===== config.mk =====
export PLATFORM = sky130hd
export DESIGN_NAME = bit_ser_operand_feeder
export DESIGN_NICKNAME = d
export VERILOG_FILES = /design/src/rtl/bit_ser_pkg.sv /design/src/rtl/piso_shreg.sv /design/src/rtl/bit_ser_operand_feeder.sv
export SDC_FILE = /design/constraint.sdc
export NUM_CORES = 1
export LEC_CHECK = 0
export ABC_AREA = 1
export CORE_MARGIN = 3
export CORE_UTILIZATION = 51
export CTS_CLUSTER_DIAMETER = 200
export DETAILED_ROUTE_END_ITERATION = 8
export GPL_TIMING_DRIVEN = 1
export PLACE_DENSITY = 0.78
export SKIP_CTS_REPAIR_TIMING = 1
export SYNTH_ARGS = -nofsm -noshare
export SYNTH_HDL_FRONTEND = slang
export SYNTH_SLANG_ARGS = --single-unit

===== constraint.sdc =====
create_clock -name clk -period 4.3 [get_ports clk]
set_input_delay 0.645 -clock clk [delete_from_list [all_inputs] [get_ports clk]]
set_output_delay 0.645 -clock clk [all_outputs]
set_load 0.01 [all_outputs]

===== src/rtl/bit_ser_pkg.sv =====
// ---------------------------------------------------------------------------
// bit_ser_pkg : shared types and constants for the bit-serial adder datapath
// Revision    : 1.0
// ---------------------------------------------------------------------------
`default_nettype none

package bit_ser_pkg;

   typedef enum logic [1:0] {
      IDLE  = 2'd0,
      CLEAR = 2'd1,
      SHIFT = 2'd2,
      FLUSH = 2'd3
   } feeder_state_t;

   localparam int FEEDER_DEF_WIDTH = 8;

   // Cycles from one handshake to the next when there is no holding buffer.
   function automatic int feeder_cycles(input int width);
      return width + 3;
   endfunction

endpackage

`default_nettype wire


===== src/rtl/piso_shreg.sv =====
// ---------------------------------------------------------------------------
// piso_shreg : parallel-load, right-shift, zero-fill register with LSB output
// Revision   : 1.0
// ---------------------------------------------------------------------------
`default_nettype none

module piso_shreg #(
   parameter int WIDTH = 8
) (
   input  logic             clk,
   input  logic             clr_n,
   input  logic             load,
   input  logic             shift,
   input  logic             clear,
   input  logic [WIDTH-1:0] d,
   output logic             lsb
);

   logic [WIDTH-1:0] sr;

   always_ff @(posedge clk or negedge clr_n) begin
      if (!clr_n) begin
         sr <= '0;
      end else if (clear) begin
         sr <= '0;
      end else if (load) begin
         sr <= d;
      end else if (shift) begin
         sr <= sr >> 1;
      end
   end

   assign lsb = sr[0];

endmodule

`default_nettype wire


===== src/rtl/bit_ser_operand_feeder.sv =====
// ---------------------------------------------------------------------------
// bit_ser_operand_feeder : clears the bit-serial adder, then streams two
// operands LSB-first plus one flush cycle. FEEDER_SKID_EN adds a one-entry
// operand holding buffer.
// Revision : 1.0
// ---------------------------------------------------------------------------
`default_nettype none

module bit_ser_operand_feeder
   import bit_ser_pkg::*;
#(
   parameter int WIDTH = FEEDER_DEF_WIDTH
) (
   input  logic             clk,
   input  logic             clr_n,
   input  logic             in_valid,
   output logic             in_ready,
   input  logic [WIDTH-1:0] in_a,
   input  logic [WIDTH-1:0] in_b,
   output logic             ser_a,
   output logic             ser_b,
   output logic             bit_valid,
   output logic             bit_last,
   output logic             adder_clr_n,
   output logic             busy
);

   localparam int             CW   = $clog2(WIDTH + 1);
   localparam logic [CW-1:0]  LAST = CW'(WIDTH - 1);

   feeder_state_t    state;
   feeder_state_t    nxt;
   logic [CW-1:0]    cnt;
   logic [CW-1:0]    cnt_nx;
   logic             accept;
   logic             load;
   logic             shift;
   logic             clear;
   logic             rdy_nx;
   logic             lsb_a;
   logic             lsb_b;
   logic [WIDTH-1:0] ld_a;
   logic [WIDTH-1:0] ld_b;

   assign accept = in_valid & in_ready;
   // The registers shift on the CLEAR->SHIFT edge too, so the registered
   // serial bit always leads the register contents by one position.
   assign shift  = (state == CLEAR) || (state == SHIFT);
   assign clear  = (state == FLUSH) && !load;
   assign cnt_nx = (state == CLEAR) ? '0 : cnt + 1'b1;

`ifdef FEEDER_SKID_EN
   logic             buf_full;
   logic             buf_full_nx;
   logic             open_slot;
   logic             take_buf;
   logic             take_in;
   logic [WIDTH-1:0] buf_a;
   logic [WIDTH-1:0] buf_b;

   // A new operation may start from IDLE or straight out of FLUSH.
   assign open_slot   = (state == IDLE) || (state == FLUSH);
   assign take_buf    = open_slot && buf_full;
   assign take_in     = open_slot && !buf_full && accept;
   assign load        = take_buf | take_in;
   assign ld_a        = take_buf ? buf_a : in_a;
   assign ld_b        = take_buf ? buf_b : in_b;
   assign buf_full_nx = (buf_full && !take_buf) || (accept && !take_in);
   assign rdy_nx      = !buf_full_nx;

   always_ff @(posedge clk or negedge clr_n) begin
      if (!clr_n) begin
         buf_full <= 1'b0;
         buf_a    <= '0;
         buf_b    <= '0;
      end else begin
         buf_full <= buf_full_nx;
         if (accept && !take_in) begin
            buf_a <= in_a;
            buf_b <= in_b;
         end
      end
   end
`else
   assign load   = accept && (state == IDLE);
   assign ld_a   = in_a;
   assign ld_b   = in_b;
   assign rdy_nx = (nxt == IDLE);
`endif

   always_comb begin
      nxt = state;
      case (state)
         IDLE:    if (load) nxt = CLEAR;
         CLEAR:   nxt = SHIFT;
         SHIFT:   if (cnt == LAST) nxt = FLUSH;
         FLUSH:   nxt = load ? CLEAR : IDLE;
         default: nxt = IDLE;
      endcase
   end

   piso_shreg #(.WIDTH(WIDTH)) u_sh_a (
      .clk   (clk),
      .clr_n (clr_n),
      .load  (load),
      .shift (shift),
      .clear (clear),
      .d     (ld_a),
      .lsb   (lsb_a)
   );

   piso_shreg #(.WIDTH(WIDTH)) u_sh_b (
      .clk   (clk),
      .clr_n (clr_n),
      .load  (load),
      .shift (shift),
      .clear (clear),
      .d     (ld_b),
      .lsb   (lsb_b)
   );

   // Outputs are decoded from the next state so they line up with it.
   always_ff @(posedge clk or negedge clr_n) begin
      if (!clr_n) begin
         state       <= IDLE;
         cnt         <= '0;
         in_ready    <= 1'b1;
         busy        <= 1'b0;
         adder_clr_n <= 1'b1;
         bit_valid   <= 1'b0;
         bit_last    <= 1'b0;
         ser_a       <= 1'b0;
         ser_b       <= 1'b0;
      end else begin
         state       <= nxt;
         if (shift) begin
            cnt <= cnt_nx;
         end
         in_ready    <= rdy_nx;
         busy        <= (nxt != IDLE);
         adder_clr_n <= (nxt != CLEAR);
         bit_valid   <= (nxt == SHIFT);
         bit_last    <= (nxt == SHIFT) && (cnt_nx == LAST);
         ser_a       <= (nxt == SHIFT) && lsb_a;
         ser_b       <= (nxt == SHIFT) && lsb_b;
      end
   end

endmodule

`default_nettype wire


==> flow_metrics.py <==
metrics = {
    "critical_path": {
        "crit_slowest_cell": "sky130_fd_sc_hd__inv_1",
        "path_cells": "clkdlybuf4s50_1, nand3_2, inv_1, nand2_1, nand2_1, nand2_1, o21ai_0",
        "worstPathRequired_ns": 4.55,
        "critical_path.most_common_cell": "sky130_fd_sc_hd__nand2_1",
        "timing_worst_setup_path_type": "input port to flop",
        "crit_path_start_kind": "input port",
        "cp_max_fo": 31,
        "endpoint_kind": "flop",
        "critical_path_buf_inv_count": 2,
        "cp_top_family": "buffers and inverters",
        "worstPathArrival_ns": 2.42,
        "crit_path_max_incr_delay_ns": 0.53,
    },
    "outcome": {
        "run_status": "complete, no violations",
    },
    "floorplan": {
        "die_area_um2": 3527,
        "fp-row-count": 18,
        "fp.coreArea_um2": 2590,
        "starting_density_of_the_core": 0.5614,
        "die_width_um": 59.39,
        "fp.dieH_um": 59.39,
        "ioPinCount": 26,
    },
    "drt": {
        "via_count": 1241,
        "dr.first_iter.drc_count": 59,
        "antenna_violating_nets_post_route": 0,
        "drcViolationCount": 0,
        "drt-pass1-iter-count": 4,
        "avgRoutedWirePerCell_um": 12.57,
        "avgViaCountPerCell": 5.214,
        "drt-total-wl_um": 2992,
    },
    "finish": {
        "drive_gt1_frac": 0.08173,
        "finalNonFillerCells": 238,
        "syn2layout_area_growth_pct": 24.10,
        "final_core_utilization": 0.6966,
        "register_area_um2": 728.2,
        "area_used_by_multi_input_combinational_logic_um2": 608.1,
        "fillerInstances": 220,
        "final_nets": 233,
        "post-route-cell-area_um2": 1804,
        "antenna_cells": 0,
    },
    "synth": {
        "synth_top_family_by_area": "simple AND/OR/NAND/NOR gates",
        "synth_compound_gate_area_share": 0.03787,
        "area_fraction_of_the_dominant_cell_type_after_synthesis": 0.4647,
        "synth_top_area_cells": "sky130_fd_sc_hd__dfrtp_1 46%, sky130_fd_sc_hd__nand2_1 20%, sky130_fd_sc_hd__nand3_1 6.2%",
        "post_synth_fa_ha_maj_area_fraction": 0.06024,
        "synth.mux.area_fraction": 0,
        "synthesized_area_fraction_occupied_by_and_or_nand_nor_cells": 0.3201,
        "yosys_warnings": 0,
        "syn-cell-area_um2": 1454,
        "synth.distinct_cells": 17,
        "synthCells": 180,
        "yosysSeqAreaShare": 0.5009,
        "ys_seq_elements": 29,
        "postSynthNetCount": 206,
        "xor_xnor_fraction_of_synth_area": 0,
        "synthDominantAreaCellType": "sky130_fd_sc_hd__dfrtp_1",
        "syn_avg_cell_area_um2": 8.077,
    },
    "sta": {
        "final_max_slew_viol_count": 0,
        "setup_total_negative_slack_ns": 0,
        "finalCritPeriodShare": 0.5045,
        "slew_headroom": 0.6154,
        "rsz0062_at_grt": "false",
        "setup_viol": 0,
        "final_setup_margin_ns": 2.131,
        "finalHoldViolCount": 0,
        "layout_min_cycle_time_ns": 2.169,
        "finalClockSkew_ns": 0.007811,
        "max_freq_mhz": 461.0,
        "worst_pin_slew_ns": 0.5763,
    },
    "place": {
        "hpwl_um": 2083,
        "numPlacedInstances": 230,
        "pre_cts_slack_ns": 1.784,
        "port-buffer-count": 25,
        "post_dp_cell_area_um2": 1702,
        "globalplace.congestion": 0.7775,
    },
    "worst_hold_path": {
        "worst_hold_path_type": "flop to flop",
    },
    "clock_tree": {
        "cts.sink_count": 29,
        "path_clk_slew_ns": 0.09,
        "cts_buffers": 5,
        "htree_num_levels": 2,
        "clock_latency_ns": 0.34,
        "tritoncts": "done",
        "ctsRootBufferMaster": "sky130_fd_sc_hd__clkbuf_4",
        "cts.path.max_buffers": 2,
    },
    "job": {
        "max_cap_viol_count": 0,
    },
    "power": {
        "power.density_nw_per_um2": 748.5,
        "worst_supply_voltage_drop_on_vdd_mv": 0.5315,
        "cellLeakagePower_uw": 0.0009599,
    },
    "global_route": {
        "number_of_antenna_violations_at_the_first_check_in_global_routing": 0,
        "aggregate_global_routing_overflow": 0,
        "grt_pass1_vias": 1153,
        "largest_net_degree_at_the_start_of_global_routing": 32,
        "grt_first_pass_wirelength_um": 4961,
        "global_route.usage.total": 0.1934,
    },
}
[synthesized netlist by cell type]
master / instances
sky130_fd_sc_hd__inv_1: 17
sky130_fd_sc_hd__nand2_1: 79
sky130_fd_sc_hd__nand3_1: 18
sky130_fd_sc_hd__nor2_1: 6
sky130_fd_sc_hd__o21ai_0: 11
sky130_fd_sc_hd__nor2_4: 1
sky130_fd_sc_hd__buf_4: 2
sky130_fd_sc_hd__nand3_2: 1
sky130_fd_sc_hd__nand4_1: 1
sky130_fd_sc_hd__dfstp_2: 2
sky130_fd_sc_hd__or2_2: 1
sky130_fd_sc_hd__buf_2: 2
sky130_fd_sc_hd__inv_4: 1
sky130_fd_sc_hd__ha_1: 7
sky130_fd_sc_hd__dfrtp_1: 27
sky130_fd_sc_hd__buf_6: 2
sky130_fd_sc_hd__nand2_4: 2
[power breakdown]
group	total [uW]	leakage (uW)	internal, uW	switching [uW]
sequential	445	0.000374	382	62.4
clock	279	0.0000552	180	99.2
combinational	627	0.000531	223	403
[cell usage in the layout, fill, tap and decap left out, drive strengths merged]
| cell type | n |
|---|---|
| inv | 18 |
| bufinv | 2 |
| nand3 | 19 |
| clkbuf | 5 |
| or2 | 1 |
| buf | 1 |
| nand4 | 1 |
| o21ai | 11 |
| nor2 | 7 |
| dfstp | 2 |
| dfrtp | 27 |
| nand2 | 81 |
| clkinv | 1 |
| clkdlybuf4s50 | 25 |
| ha | 7 |
[cells by family after synthesis]
| family | after synthesis |
|---|---|
| AO/OA/AOI/OAI | 11 |
| flip-flops | 29 |
| AND/OR/NAND/NOR | 109 |
| adder cells (fa/ha/maj) | 7 |
| buffers and inverters | 24 |
[worst paths after layout]
| check | start | to | slack (ns) | cells after the start |
|---|---|---|---|---|
| min in group asynchronous | clr_n | ser_a$_DFF_PN0_ | 0.67 | 2 |
| max reg2reg | state[0]$_DFF_PN0_ | u_sh_a.sr[0]$_DFFE_PN0P_ | 2.17 | 8 |
| max in group asynchronous | clr_n | in_ready$_DFF_PN1_ | 3.31 | 2 |
| min | u_sh_b.sr[0]$_DFFE_PN0P_ | ser_b$_DFF_PN0_ | 0.49 | 2 |
| min reg2reg | u_sh_b.sr[0]$_DFFE_PN0P_ | ser_b$_DFF_PN0_ | 0.49 | 2 |
| max | in_valid | u_sh_a.sr[0]$_DFFE_PN0P_ | 2.13 | 7 |
[worst register-to-register path: cells and delay by family, from the launching register on]
| family | cells | cell delay [ns] |
|---|---|---|
| AOI/OAI and AO/OA | 1 | 0.08 |
| adders and majority gates | 1 | 0.18 |
| buffers and inverters | 2 | 0.69 |
| DFF | 1 | 0.45 |
| and+or+nand+nor | 4 | 0.65 |
[metrics by stage]
step / power (uW) / hold WS (ns)
after detailed placement: 1074 / 0.4774
after global placement: 1041 / 0.4836
final: 1350 / 0.4931
after CTS: 1362 / 0.5010
after floorplan: 926.9 / 0.3494
after global routing: 1473 / 0.5352
[flip-flops by register name, summed over array words and instances (netlist names)]
signal	cells
adder_clr_n	1
bit_last	1
bit_valid	1
busy	1
cnt	4
in_ready	1
ser_a	1
ser_b	1
state	2
u_sh_a.sr	8
u_sh_b.sr	8
[final cells by class]
| class | count | share of cell area |
|---|---|---|
| inverter | 18 | 0.03883 |
| sequential | 29 | 0.4036 |
| multi-input combinational | 127 | 0.3370 |
| clock inverter | 3 | 0.03606 |
| tap | 30 | 0.02080 |
| clock buffer | 5 | 0.02080 |
| timing repair buffer | 26 | 0.1429 |
[metal layers]
metal  wire length [um]  vias up  track usage
met5                  0        -            0
met4                 58        0       0.1003
met3                208        7      0.07190
met2               1438       42       0.3011
met1               1287      584       0.2324
li1                   -      608            -
No activity file was read; power rests on OpenSTA's default activity.
